==> src/rtl/boot_seq_ctrl_pkg.sv <==
// Shared definitions for the boot sequencer: FSM state encoding, parameter
// defaults, counter widths and the drain-length helper.
package boot_seq_ctrl_pkg;

    typedef enum logic [1:0] {
        ST_RST   = 2'd0,
        ST_LOAD  = 2'd1,
        ST_RUN   = 2'd2,
        ST_DRAIN = 2'd3
    } state_t;

    localparam int DEF_DIV_HALF    = 10;
    localparam int DEF_RST_STRETCH = 11;
    localparam int DEF_IDLE_TO     = 50000;
    localparam int DEF_MAX_BYTES   = 16384;

    localparam int STRETCH_W = 8;
    localparam int IDLE_W    = 20;
    localparam int BYTE_W    = 16;
    localparam int DRAIN_W   = 11;

    // DRAIN lasts four full periods of the divided clock.
    function automatic int drain_len(int div_half);
        return 8 * div_half;
    endfunction

endpackage

==> src/rtl/boot_seq_ctrl_if.sv <==
// Bundle of the boot sequencer's control inputs and status outputs.
//   debug_pin_i, rx_done_i, dl_req_i, skip_i : requests into the sequencer
//   clk_div_o, clk_en_o                     : divided clock and its enable
//   sys_rst_n_o, cpu_rst_n_o                 : system / CPU resets
//   rom_wr_en_o, ram_wr_en_o                 : download path enables
//   byte_cnt_o, state_o, err_o               : download status
// slave is the sequencer side, master the side that drives the requests.
interface boot_seq_ctrl_if;
    import boot_seq_ctrl_pkg::*;

    logic              debug_pin_i;
    logic              rx_done_i;
    logic              dl_req_i;
    logic              skip_i;
    logic              clk_div_o;
    logic              clk_en_o;
    logic              sys_rst_n_o;
    logic              cpu_rst_n_o;
    logic              rom_wr_en_o;
    logic              ram_wr_en_o;
    logic [BYTE_W-1:0] byte_cnt_o;
    logic [1:0]        state_o;
    logic              err_o;

    modport slave (
        input  debug_pin_i, rx_done_i, dl_req_i, skip_i,
        output clk_div_o, clk_en_o, sys_rst_n_o, cpu_rst_n_o,
               rom_wr_en_o, ram_wr_en_o, byte_cnt_o, state_o, err_o
    );

    modport master (
        output debug_pin_i, rx_done_i, dl_req_i, skip_i,
        input  clk_div_o, clk_en_o, sys_rst_n_o, cpu_rst_n_o,
               rom_wr_en_o, ram_wr_en_o, byte_cnt_o, state_o, err_o
    );

endinterface

==> src/rtl/boot_seq_ctrl_clk_div_gen.sv <==
// Free-running clock divider. Produces a square wave of period 2*DIV_HALF
// and a one-cycle enable that is high in the same cycle clk_div_o rises.
//   clkyuanshi  : system clock
//   rstyuanshi  : asynchronous active-low reset
//   clk_div_o   : divided clock
//   clk_en_o    : rising-toggle enable pulse
module clk_div_gen
    import boot_seq_ctrl_pkg::*;
#(
    parameter int DIV_HALF = DEF_DIV_HALF
) (
    input  logic clkyuanshi,
    input  logic rstyuanshi,
    output logic clk_div_o,
    output logic clk_en_o
);

    localparam logic [7:0] CNT_LAST = 8'(DIV_HALF - 1);

    logic [7:0] cnt;

    always_ff @(posedge clkyuanshi or negedge rstyuanshi) begin
        if (!rstyuanshi) begin
            cnt       <= 8'd0;
            clk_div_o <= 1'b0;
            clk_en_o  <= 1'b0;
        end else begin
            clk_en_o <= 1'b0;
            if (cnt == CNT_LAST) begin
                cnt       <= 8'd0;
                clk_div_o <= ~clk_div_o;
                // Registered alongside the toggle so it lines up with the rise.
                clk_en_o  <= ~clk_div_o;
            end else begin
                cnt <= cnt + 8'd1;
            end
        end
    end

endmodule

==> src/rtl/boot_seq_ctrl.sv <==
// Boot sequencer: stretches the system reset, supervises a UART download
// into ROM or RAM, releases the CPU, and re-enters the download on request.
//   clkyuanshi : system clock
//   rstyuanshi : asynchronous active-low reset
//   bus        : boot_seq_ctrl_if.slave (requests in, status/enables out)
//
//   state    | meaning
//   ---------+-----------------------------------------------------------
//   ST_RST   | system reset held low for RST_STRETCH cycles
//   ST_LOAD  | download in progress, byte counting, idle timeout
//   ST_RUN   | CPU released, waiting for a re-download request
//   ST_DRAIN | CPU held in reset for four divided-clock periods
module boot_seq_ctrl
    import boot_seq_ctrl_pkg::*;
#(
    parameter int DIV_HALF    = DEF_DIV_HALF,
    parameter int RST_STRETCH = DEF_RST_STRETCH,
    parameter int IDLE_TO     = DEF_IDLE_TO,
    parameter int MAX_BYTES   = DEF_MAX_BYTES
) (
    input  logic            clkyuanshi,
    input  logic            rstyuanshi,
    boot_seq_ctrl_if.slave  bus
);

    localparam logic [STRETCH_W-1:0] STRETCH_LAST = STRETCH_W'(RST_STRETCH - 1);
    localparam logic [IDLE_W-1:0]    IDLE_LIMIT   = IDLE_W'(IDLE_TO);
    localparam logic [BYTE_W-1:0]    MAX_CNT      = BYTE_W'(MAX_BYTES);
    localparam logic [DRAIN_W-1:0]   DRAIN_LAST   = DRAIN_W'(drain_len(DIV_HALF) - 1);

    logic clk_div;
    logic clk_en;

    clk_div_gen #(
        .DIV_HALF (DIV_HALF)
    ) u_clk_div_gen (
        .clkyuanshi (clkyuanshi),
        .rstyuanshi (rstyuanshi),
        .clk_div_o  (clk_div),
        .clk_en_o   (clk_en)
    );

    state_t               state;
    logic [STRETCH_W-1:0] stretch_cnt;
    logic [IDLE_W-1:0]    idle_cnt;
    logic [BYTE_W-1:0]    byte_cnt;
    logic [DRAIN_W-1:0]   drain_cnt;
    logic                 dl_req_q;
    logic                 sys_rst_n;
    logic                 cpu_rst_n;
    logic                 rom_wr_en;
    logic                 ram_wr_en;
    logic                 err;

    logic [BYTE_W-1:0]    byte_cnt_nxt;
    logic                 max_hit;
    logic                 load_exit;
    logic                 enter_load;

    always_comb begin
        byte_cnt_nxt = byte_cnt;
        // Saturating at the limit keeps the count from ever wrapping.
        if (bus.rx_done_i && (byte_cnt != MAX_CNT)) begin
            byte_cnt_nxt = byte_cnt + 16'd1;
        end
        // The byte that reaches the limit ends the download in the same cycle.
        max_hit = (byte_cnt_nxt == MAX_CNT);
        // Idle and skip exits look only at registered values, so a byte
        // arriving in the exit cycle is counted without postponing the exit.
        load_exit = ((byte_cnt != '0) && (idle_cnt == IDLE_LIMIT)) ||
                    max_hit ||
                    (bus.skip_i && (byte_cnt == '0));
        enter_load = ((state == ST_RST)   && (stretch_cnt == STRETCH_LAST)) ||
                     ((state == ST_DRAIN) && (drain_cnt == '0));
    end

    always_ff @(posedge clkyuanshi or negedge rstyuanshi) begin
        if (!rstyuanshi) begin
            state       <= ST_RST;
            stretch_cnt <= '0;
            idle_cnt    <= '0;
            byte_cnt    <= '0;
            drain_cnt   <= '0;
            dl_req_q    <= 1'b0;
            sys_rst_n   <= 1'b0;
            cpu_rst_n   <= 1'b0;
            rom_wr_en   <= 1'b0;
            ram_wr_en   <= 1'b0;
            err         <= 1'b0;
        end else begin
            dl_req_q <= bus.dl_req_i;
            case (state)
                ST_RST: begin
                    if (stretch_cnt == STRETCH_LAST) begin
                        sys_rst_n <= 1'b1;
                    end else begin
                        stretch_cnt <= stretch_cnt + 8'd1;
                    end
                end
                ST_LOAD: begin
                    byte_cnt <= byte_cnt_nxt;
                    if (bus.rx_done_i) begin
                        idle_cnt <= '0;
                    end else if (idle_cnt != '1) begin
                        idle_cnt <= idle_cnt + 20'd1;
                    end
                    if (load_exit) begin
                        state     <= ST_RUN;
                        cpu_rst_n <= 1'b1;
                        rom_wr_en <= 1'b0;
                        ram_wr_en <= 1'b0;
                        err       <= (byte_cnt_nxt[1:0] != 2'b00) || max_hit;
                    end
                end
                ST_RUN: begin
                    if (bus.dl_req_i && !dl_req_q) begin
                        state     <= ST_DRAIN;
                        cpu_rst_n <= 1'b0;
                        drain_cnt <= DRAIN_LAST;
                    end
                end
                ST_DRAIN: begin
                    if (drain_cnt != '0) begin
                        drain_cnt <= drain_cnt - 11'd1;
                    end
                end
                default: state <= ST_RST;
            endcase

            // Shared entry into LOAD from both RST and DRAIN.
            if (enter_load) begin
                state     <= ST_LOAD;
                byte_cnt  <= '0;
                idle_cnt  <= '0;
                err       <= 1'b0;
                rom_wr_en <= bus.debug_pin_i;
                ram_wr_en <= ~bus.debug_pin_i;
            end
        end
    end

    assign bus.clk_div_o   = clk_div;
    assign bus.clk_en_o    = clk_en;
    assign bus.sys_rst_n_o = sys_rst_n;
    assign bus.cpu_rst_n_o = cpu_rst_n;
    assign bus.rom_wr_en_o = rom_wr_en;
    assign bus.ram_wr_en_o = ram_wr_en;
    assign bus.byte_cnt_o  = byte_cnt;
    assign bus.state_o     = state;
    assign bus.err_o       = err;

endmodule

==> src/flat_wrapper.sv <==
// flat-port wrapper written by rule: the top's interface ports become plain ports
module boot_seq_ctrl_flat import boot_seq_ctrl_pkg::*;
#(
    parameter int DIV_HALF    = DEF_DIV_HALF,
    parameter int RST_STRETCH = DEF_RST_STRETCH,
    parameter int IDLE_TO     = DEF_IDLE_TO,
    parameter int MAX_BYTES   = DEF_MAX_BYTES
)
  (clkyuanshi, rstyuanshi, bus_debug_pin_i, bus_rx_done_i, bus_dl_req_i, bus_skip_i, bus_clk_div_o, bus_clk_en_o, bus_sys_rst_n_o, bus_cpu_rst_n_o, bus_rom_wr_en_o, bus_ram_wr_en_o, bus_byte_cnt_o, bus_state_o, bus_err_o);
  boot_seq_ctrl_if bus_i ();
  input  logic clkyuanshi;
  input  logic rstyuanshi;
  input wire logic [$bits(bus_i.debug_pin_i)-1:0] bus_debug_pin_i;
  input wire logic [$bits(bus_i.rx_done_i)-1:0] bus_rx_done_i;
  input wire logic [$bits(bus_i.dl_req_i)-1:0] bus_dl_req_i;
  input wire logic [$bits(bus_i.skip_i)-1:0] bus_skip_i;
  output wire logic [$bits(bus_i.clk_div_o)-1:0] bus_clk_div_o;
  output wire logic [$bits(bus_i.clk_en_o)-1:0] bus_clk_en_o;
  output wire logic [$bits(bus_i.sys_rst_n_o)-1:0] bus_sys_rst_n_o;
  output wire logic [$bits(bus_i.cpu_rst_n_o)-1:0] bus_cpu_rst_n_o;
  output wire logic [$bits(bus_i.rom_wr_en_o)-1:0] bus_rom_wr_en_o;
  output wire logic [$bits(bus_i.ram_wr_en_o)-1:0] bus_ram_wr_en_o;
  output wire logic [$bits(bus_i.byte_cnt_o)-1:0] bus_byte_cnt_o;
  output wire logic [$bits(bus_i.state_o)-1:0] bus_state_o;
  output wire logic [$bits(bus_i.err_o)-1:0] bus_err_o;
  assign bus_i.debug_pin_i = bus_debug_pin_i;
  assign bus_i.rx_done_i = bus_rx_done_i;
  assign bus_i.dl_req_i = bus_dl_req_i;
  assign bus_i.skip_i = bus_skip_i;
  assign bus_clk_div_o = bus_i.clk_div_o;
  assign bus_clk_en_o = bus_i.clk_en_o;
  assign bus_sys_rst_n_o = bus_i.sys_rst_n_o;
  assign bus_cpu_rst_n_o = bus_i.cpu_rst_n_o;
  assign bus_rom_wr_en_o = bus_i.rom_wr_en_o;
  assign bus_ram_wr_en_o = bus_i.ram_wr_en_o;
  assign bus_byte_cnt_o = bus_i.byte_cnt_o;
  assign bus_state_o = bus_i.state_o;
  assign bus_err_o = bus_i.err_o;
  boot_seq_ctrl #(.DIV_HALF(DIV_HALF), .RST_STRETCH(RST_STRETCH), .IDLE_TO(IDLE_TO), .MAX_BYTES(MAX_BYTES)) u_core (.clkyuanshi(clkyuanshi), .rstyuanshi(rstyuanshi), .bus(bus_i));
endmodule
==> config.mk <==
export PLATFORM = sky130hd
export DESIGN_NAME = boot_seq_ctrl_flat
export DESIGN_NICKNAME = d
export VERILOG_FILES = /design/src/rtl/boot_seq_ctrl_pkg.sv /design/src/rtl/boot_seq_ctrl_if.sv /design/src/rtl/boot_seq_ctrl_clk_div_gen.sv /design/src/rtl/boot_seq_ctrl.sv /design/src/flat_wrapper.sv
export SDC_FILE = /design/constraint.sdc
export NUM_CORES = 1
export LEC_CHECK = 0
export CAP_MARGIN = 15
export CORE_MARGIN = 2
export CORE_UTILIZATION = 43
export CTS_CLUSTER_SIZE = 28
export DETAILED_ROUTE_END_ITERATION = 7
export GPL_ROUTABILITY_DRIVEN = 0
export SLEW_MARGIN = 20
export SYNTH_ARGS = -nofsm -noshare
export SYNTH_HDL_FRONTEND = slang
export SYNTH_SLANG_ARGS = --single-unit
export TNS_END_PERCENT = 1
==> constraint.sdc <==
create_clock -name clkyuanshi -period 2.2 [get_ports clkyuanshi]
set_clock_uncertainty 0.05 [all_clocks]
set_input_delay 0.22 -clock clkyuanshi [delete_from_list [all_inputs] [get_ports clkyuanshi]]
set_output_delay 0.22 -clock clkyuanshi [all_outputs]
set_load 0.02 [all_outputs]
* After elaboration in Yosys (flattened, before gate mapping)
Cells that the tools add are included.
** Storage, ports and cells
- Word-level logic and storage cells :: 92
- Output and inout port bits :: 25
- Input bits :: 6
- Flip-flop bits (word level) :: 73
** Cells by class
- Equal/unequal tests :: 14
- Multiplexer cells :: 26
- Reductions and logical operators :: 30
- $add $sub $neg :: 5
- Bitwise logic cells :: 3
** Operators by type and width (count)
- two-way mux 20 bit :: 4
- two-way mux 16 bit :: 3
- two-way mux 11 bit :: 2
- one-hot mux 11 bit (2 select lines) :: 1
- adder 20 x 1 -> 20 bit (second input constant) :: 1
- equality test 20 x 16 -> 1 bit (second input constant) :: 1
- inequality test 20 bit (second input constant) :: 1
- adder 16 x 1 -> 16 bit (second input constant) :: 1
- adder 8 x 1 -> 8 bit (second input constant) :: 2
- equality test 16 x 15 -> 1 bit (second input constant) :: 1
- equality test 8 x 4 -> 1 bit (second input constant) :: 2
- zero test 16 bit :: 1
- inequality test 16 x 15 -> 1 bit (second input constant) :: 1
- nonzero test 16 bit :: 1
- zero test 11 bit :: 1
- nonzero test 11 bit :: 1
- subtractor 11 x 1 -> 11 bit (second input constant) :: 1
- two-way mux 1 bit :: 10
- nonzero test 2 bit :: 5
- AND reduction 3 bit :: 3
- two-way mux 8 bit :: 1
- AND reduction 2 bit :: 4
- logical AND 1 bit :: 6
- two-way mux 2 bit :: 3
- 12 further kinds :: 21

* Longest topological paths before layout
- Depth in word-level cells :: 9
- Mapped depth :: 12
- Mapped depth without buffers :: 10

* By module
From an unflattened synthesis, not the netlist that was laid out.
** Unflattened totals
- Cells, all modules :: 455
- Area, all modules :: 4217.8 um2
** By module, submodules not included
- boot_seq_ctrl :: cells each 420, times used 1, area each 3782.4 um2, seq. area each 1576.5 um2
- clk_div_gen :: cells each 35, times used 1, area each 435.4 um2, seq. area each 250.2 um2

* Worst setup path before layout
Ideal clock, no wire load.
- Path kind :: reg2reg
- Start point :: register u_core.byte_cnt[0] (netlist: u_core.bus.byte_cnt_o[0])
- End point :: register u_core.cpu_rst_n (netlist: u_core.bus.cpu_rst_n_o)
- Setup time :: 0.118 ns
- Path buffers :: 0
- Slack :: -0.259 ns
- Required time :: 2.032 ns
- Data arrival time :: 2.291 ns
- Clock period less this slack :: 2.459 ns
- Cell stages (with the launch flop) :: 11
- Path through :: dfrtp_1 > inv_1 > ha_1 > nor4b_2 > nand4_1 > o21ai_0 > nor4b_1 > o221ai_2 > o31ai_4 > nand2_1 > a21o_1
** Between the ends
- Word-level cells in the longest chain between the ends :: 8
- Elaborated cells between the ends (all ways) :: 13
- Classes of those cells :: 1 x add/sub; 3 x eq/ne; 1 x mux; 8 x reduce/logical
** Ends and longest elaborated chain
- from (decl) :: line boot_seq_ctrl.sv:46 : logic [BYTE_W-1:0] byte_cnt;
- from (signal assigned) :: line boot_seq_ctrl.sv:101 : byte_cnt <= byte_cnt_nxt;
- parallel branches: the longest is 5 deep, another holds adder 16 x 1 -> 16 bit
- logical OR 1 bit (*) :: line boot_seq_ctrl.sv:71 : max_hit ||
- inequality test 2 x 1 -> 1 bit (no line) (*)
- AND reduction 3 bit (no line) (*)
- to (signal assigned) :: line boot_seq_ctrl.sv:86 : cpu_rst_n <= 1'b0;
- to (signal assigned) :: line boot_seq_ctrl.sv:109 : cpu_rst_n <= 1'b1;
- to (signal assigned) :: line boot_seq_ctrl.sv:118 : cpu_rst_n <= 1'b0;
- to (decl) :: line boot_seq_ctrl.sv:50 : logic cpu_rst_n;
Mark *: on every way between the ends.
A chain may end at the register's enable or synchronous reset.

* Final worst setup path
- Start point :: register u_core.byte_cnt[1] (netlist: u_core.bus.byte_cnt_o[1])
- End point :: register u_core.cpu_rst_n (netlist: u_core.bus.cpu_rst_n_o)
Same word-level chain as after synthesis.

==> impl.org <==
** Clock network
- Clock latency on the worst-skew pair, taken at its later pin, is 0.36 ns.
- Clock-pin slew was measured on the worst setup and hold paths at 0.09 ns.
- The H-tree generated during clock tree synthesis spans 3 levels.
- The tree is rooted in a clkbuf_8.
- CTS tree :: done
- The number of clock buffers added by TritonCTS is 9.
- The clock passes through at most 2 buffers.
- Number of clock sinks :: 73

** Global route
- Total GRT Usage :: 0.2090
- Via count of the first global-routing pass :: 3590
- Total global routing overflow :: 0
- Entering global routing, the biggest net connects 40 pins.
- The first global-routing pass estimated 17160 µm of wire.
- Number of antenna violations at the first check in global routing :: 0

** Min path
- Path type of the worst min-delay path :: in2reg
- The worst hold path begins at bus_dl_req_i.
- Endpoint with the worst hold slack :: u_core.dl_req_q
- Cells on Worst Hold Path :: 1

** Timing
- Measured against its own limit, the worst slew margin works out to 0.6736.
- Setup repair after global routing missed its margin :: true
- Post-layout minimum cycle time :: 2.387 ns
- The number of pins exceeding their max-slew limit in the final report was 0.
- Setup slack on the critical path of the routed design comes to -0.1867 ns.
- For this run, the top clock speed supported by timing is 419.0 MHz.
- Of the available clock period, the critical path in the final layout requires 1.085.
- Setup violations remaining at the end of the flow were counted as 7.
- Setup tns final :: -1.006 ns
- Total count of hold-check failures in the final report :: 0
- For the pin with the worst max-slew slack, the measured transition is 0.4896 ns.
- Min Hold Slack :: 0.2872 ns

** Layout
- Layout overhead on the synthesized area :: 31.28%
- After the last flow step, the layout net total stands at 582.
- Count of inserted antenna diode cells :: 0
- At the end of the flow the core is filled with cells to 0.5764.
- In the final layout, the share of cells above drive strength 1 is 0.2593.

** Pwr
- After layout, the design draws a total of 3.819 mW.
- Leak :: 2.474 nW
- The worst-case IR drop observed on VDD is 0.0004550 V.
- PwrDens :: 684.1 nW/µm²

** Logic synthesis
- Complex-gate fraction of the synthesized area :: 0.1154
- The share of synthesized area in the top cell type comes to 0.4297.
- Combinational family with the most area after synthesis :: simple AND/OR/NAND/NOR gates
- Cell type with the largest total area after synthesis :: dfrtp_1
- Mapped Area :: 4252 µm²
- Count of flip-flops with a built-in enable after synthesis :: 0
- Top area cells in the synthesized netlist :: dfrtp_1 43%, nor2_1 5.2%, o21ai_0 4.8%
- Post-synthesis adder-cell area fraction :: 0.03826
- Post-synth top cells :: 73 x dfrtp_1, 59 x nor2_1, 42 x nand2_1, 41 x o21ai_0, 22 x xnor2_1
- Async S/R FF share, synth :: 1.000
- The share of the Yosys chip area taken by registers is 0.4297.
- Of the total synthesized cell area, the portion taken by AND, OR, NAND and NOR gates is 0.2760.
- Number of synthesized register bits :: 73
- After synthesis, the share of cell area in mux cells is 0.009417.
- Of the total synthesized cell area, the portion taken by XOR and XNOR cells is 0.08652.
- In the synthesized netlist the dominant register cell turns out to be dfrtp_1.
- In the post-synthesis netlist, the cell with the most instances is dfrtp_1.
- When the netlist entered floorplanning its net count stood at 484.
- Unique cell type count in the Yosys netlist :: 57
- Mean instance size in the synthesized netlist :: 9.143 µm²
- The cell count after synthesis came out at 465.
- Warnings, synthesis :: 0

** Route
- Starting DRT DRC Count :: 132
- Final wirelength :: 10520 µm
- Avg Vias per Cell :: 5.391
- For this run, design rule violations remaining after detail routing come to 0.
- Dividing the detail-routed wire length by the instance count gives 15.03 µm.
- Remaining antenna violation count :: 0
- First-pass detailed-route iteration total :: 4
- Via Count :: 3774

** Setup path
- For the worst setup path, the data arrival time is 2.59 ns.
- Crit end category :: register
- At the worst endpoint, the required time is 2.40 ns.
- Worst Reg2Reg Path Length in Cells :: 10
- The startpoint identified for the worst register-to-register timing path is u_core.bus.byte_cnt_o[1].
- End of the worst register-to-register path :: u_core.bus.cpu_rst_n_o
- Type of origin of the critical path :: register
- Reg-to-reg setup timing slack :: -0.19 ns
- Category of the most critical setup path :: reg2reg
- Top fanout value on the critical path :: 6

** Floorplanning
- # rows :: 36
- Die height :: 103.4 µm
- The die is 103.4 µm wide.
- The die covers 10700 µm².
- Area of the placeable core :: 9684 µm²
- I/O pins :: 31
- For this configuration, the core starts out at a cell density of 0.4390.

** Run status
- The checks that failed: setup timing.
- Outcome :: finished with violations

** Placement
- Input and output buffers added on the ports amount to 30.
- The wire-length estimate of the detail-placed layout is 7756 µm.

** Run
- Across the run, the number of max-cap violations was 0.
-- flip-flops by register name, summed over array words and instances (netlist names) --
register,cells
u_core.u_clk_div_gen.cnt,8
u_core.bus.cpu_rst_n_o,1
u_core.stretch_cnt,8
u_core.bus.byte_cnt_o,16
u_core.bus.ram_wr_en_o,1
u_core.dl_req_q,1
u_core.bus.rom_wr_en_o,1
u_core.u_clk_div_gen.clk_div_o,1
u_core.u_clk_div_gen.clk_en_o,1
u_core.idle_cnt,20
u_core.drain_cnt,11
u_core.bus.err_o,1
u_core.bus.state_o,2
u_core.bus.sys_rst_n_o,1
-- stage by stage --
stage               setup slack [ns]  std cells  area, µm²
floorplan                   -0.09880        465       4300
global placement             -0.1508        683       5239
detailed placement           -0.1929        683       5239
CTS                          -0.1877        699       5494
global route                 -0.3808        700       5582
finish                       -0.1867        700       5582
-- report_power, final --
group | leakage (nW) | internal [mW] | switching (mW)
Combinational | 1.42 | 0.549 | 0.551
Clock | 0.103 | 0.635 | 0.539
Sequential | 0.952 | 1.45 | 0.0958
-- routing by layer --
metal	GRT usage	share of wire	routed length, µm	vias up
met2	0.3419	0.49	5154	96
met3	0.04704	0.048	504	14
li1	-	-	-	1837
met5	0	0	0	-
met1	0.2727	0.45	4715	1827
met4	0.07490	0.014	144	0
-- worst max-delay path by stage --
| stage | start | to | slack, ns | cells past startpoint |
|---|---|---|---|---|
| finish | u_core.bus.byte_cnt_o[1] | u_core.bus.cpu_rst_n_o | -0.19 | 10 |
| global placement | u_core.bus.byte_cnt_o[6] | u_core.bus.cpu_rst_n_o | -0.15 | 8 |
| global route | u_core.bus.byte_cnt_o[1] | u_core.bus.cpu_rst_n_o | -0.38 | 10 |
| CTS | u_core.bus.byte_cnt_o[0] | u_core.bus.cpu_rst_n_o | -0.19 | 10 |
| floorplan | u_core.bus.byte_cnt_o[4] | u_core.bus.cpu_rst_n_o | -0.1 | 9 |
| detailed placement | bus_rx_done_i | u_core.bus.cpu_rst_n_o | -0.19 | 8 |
-- layout by cell type (no fill, tap or decap), drive strengths merged, types with 2 or more instances in the layout --
cell type,n
buf,83
dfrtp,73
nor2,59
nand2,43
o21ai,43
clkdlybuf4s50,29
xnor2,22
xor2,20
and3,19
nand4,18
nand3,16
inv,15
ha,13
clkbuf,10
nor3,10
nor4,10
nor4b,8
a21oi,7
and4,6
and2,5
o31ai,5
nor2b,4
nand2b,4
mux2i,4
a31oi,4
o21a,3
o211ai,3
or2,2
or4,2
or3,2
a21o,2
nand3b,2
a41oi,2
bufinv,2
-- critical path, cell delays in order (launching register included) --
cell and delay, ns:
dfrtp_2 0.45, inv_2 0.08, ha_4 0.14, nor4b_4 0.18, nand4_1 0.16, o211ai_1 0.24, xor2_1 0.17, nand4_1 0.20
o31ai_4 0.35, nand2_1 0.09, a21o_1 0.16
-- cells by family after synthesis --
kind of cell / Yosys count
AND/OR/NAND/NOR: 216
AO/OA/AOI/OAI: 77
flip-flops: 73
XOR/XNOR: 42
buffers and inverters: 40
adder cells (fa/ha/maj): 13
multiplexers: 4
-- what timing repair did --
item                                   CTS  global route
pin swaps                                2            24
hold buffers                             1             0
endpoints found under the hold margin   34             0
gates resized for setup                 11            31
setup endpoints to repair               35            46
buffers inserted                         0             1
-- cell type report --
class,count,area [µm²]
clock buffer,10,127.6
fill,879,4103
tap,133,166.4
timing repair buffer,113,955.9
sequential,73,1838
inverter,14,52.55
clock inverter,5,81.33
multi-input combinational,352,2360
No activity file was read; power rests on OpenSTA's default activity.
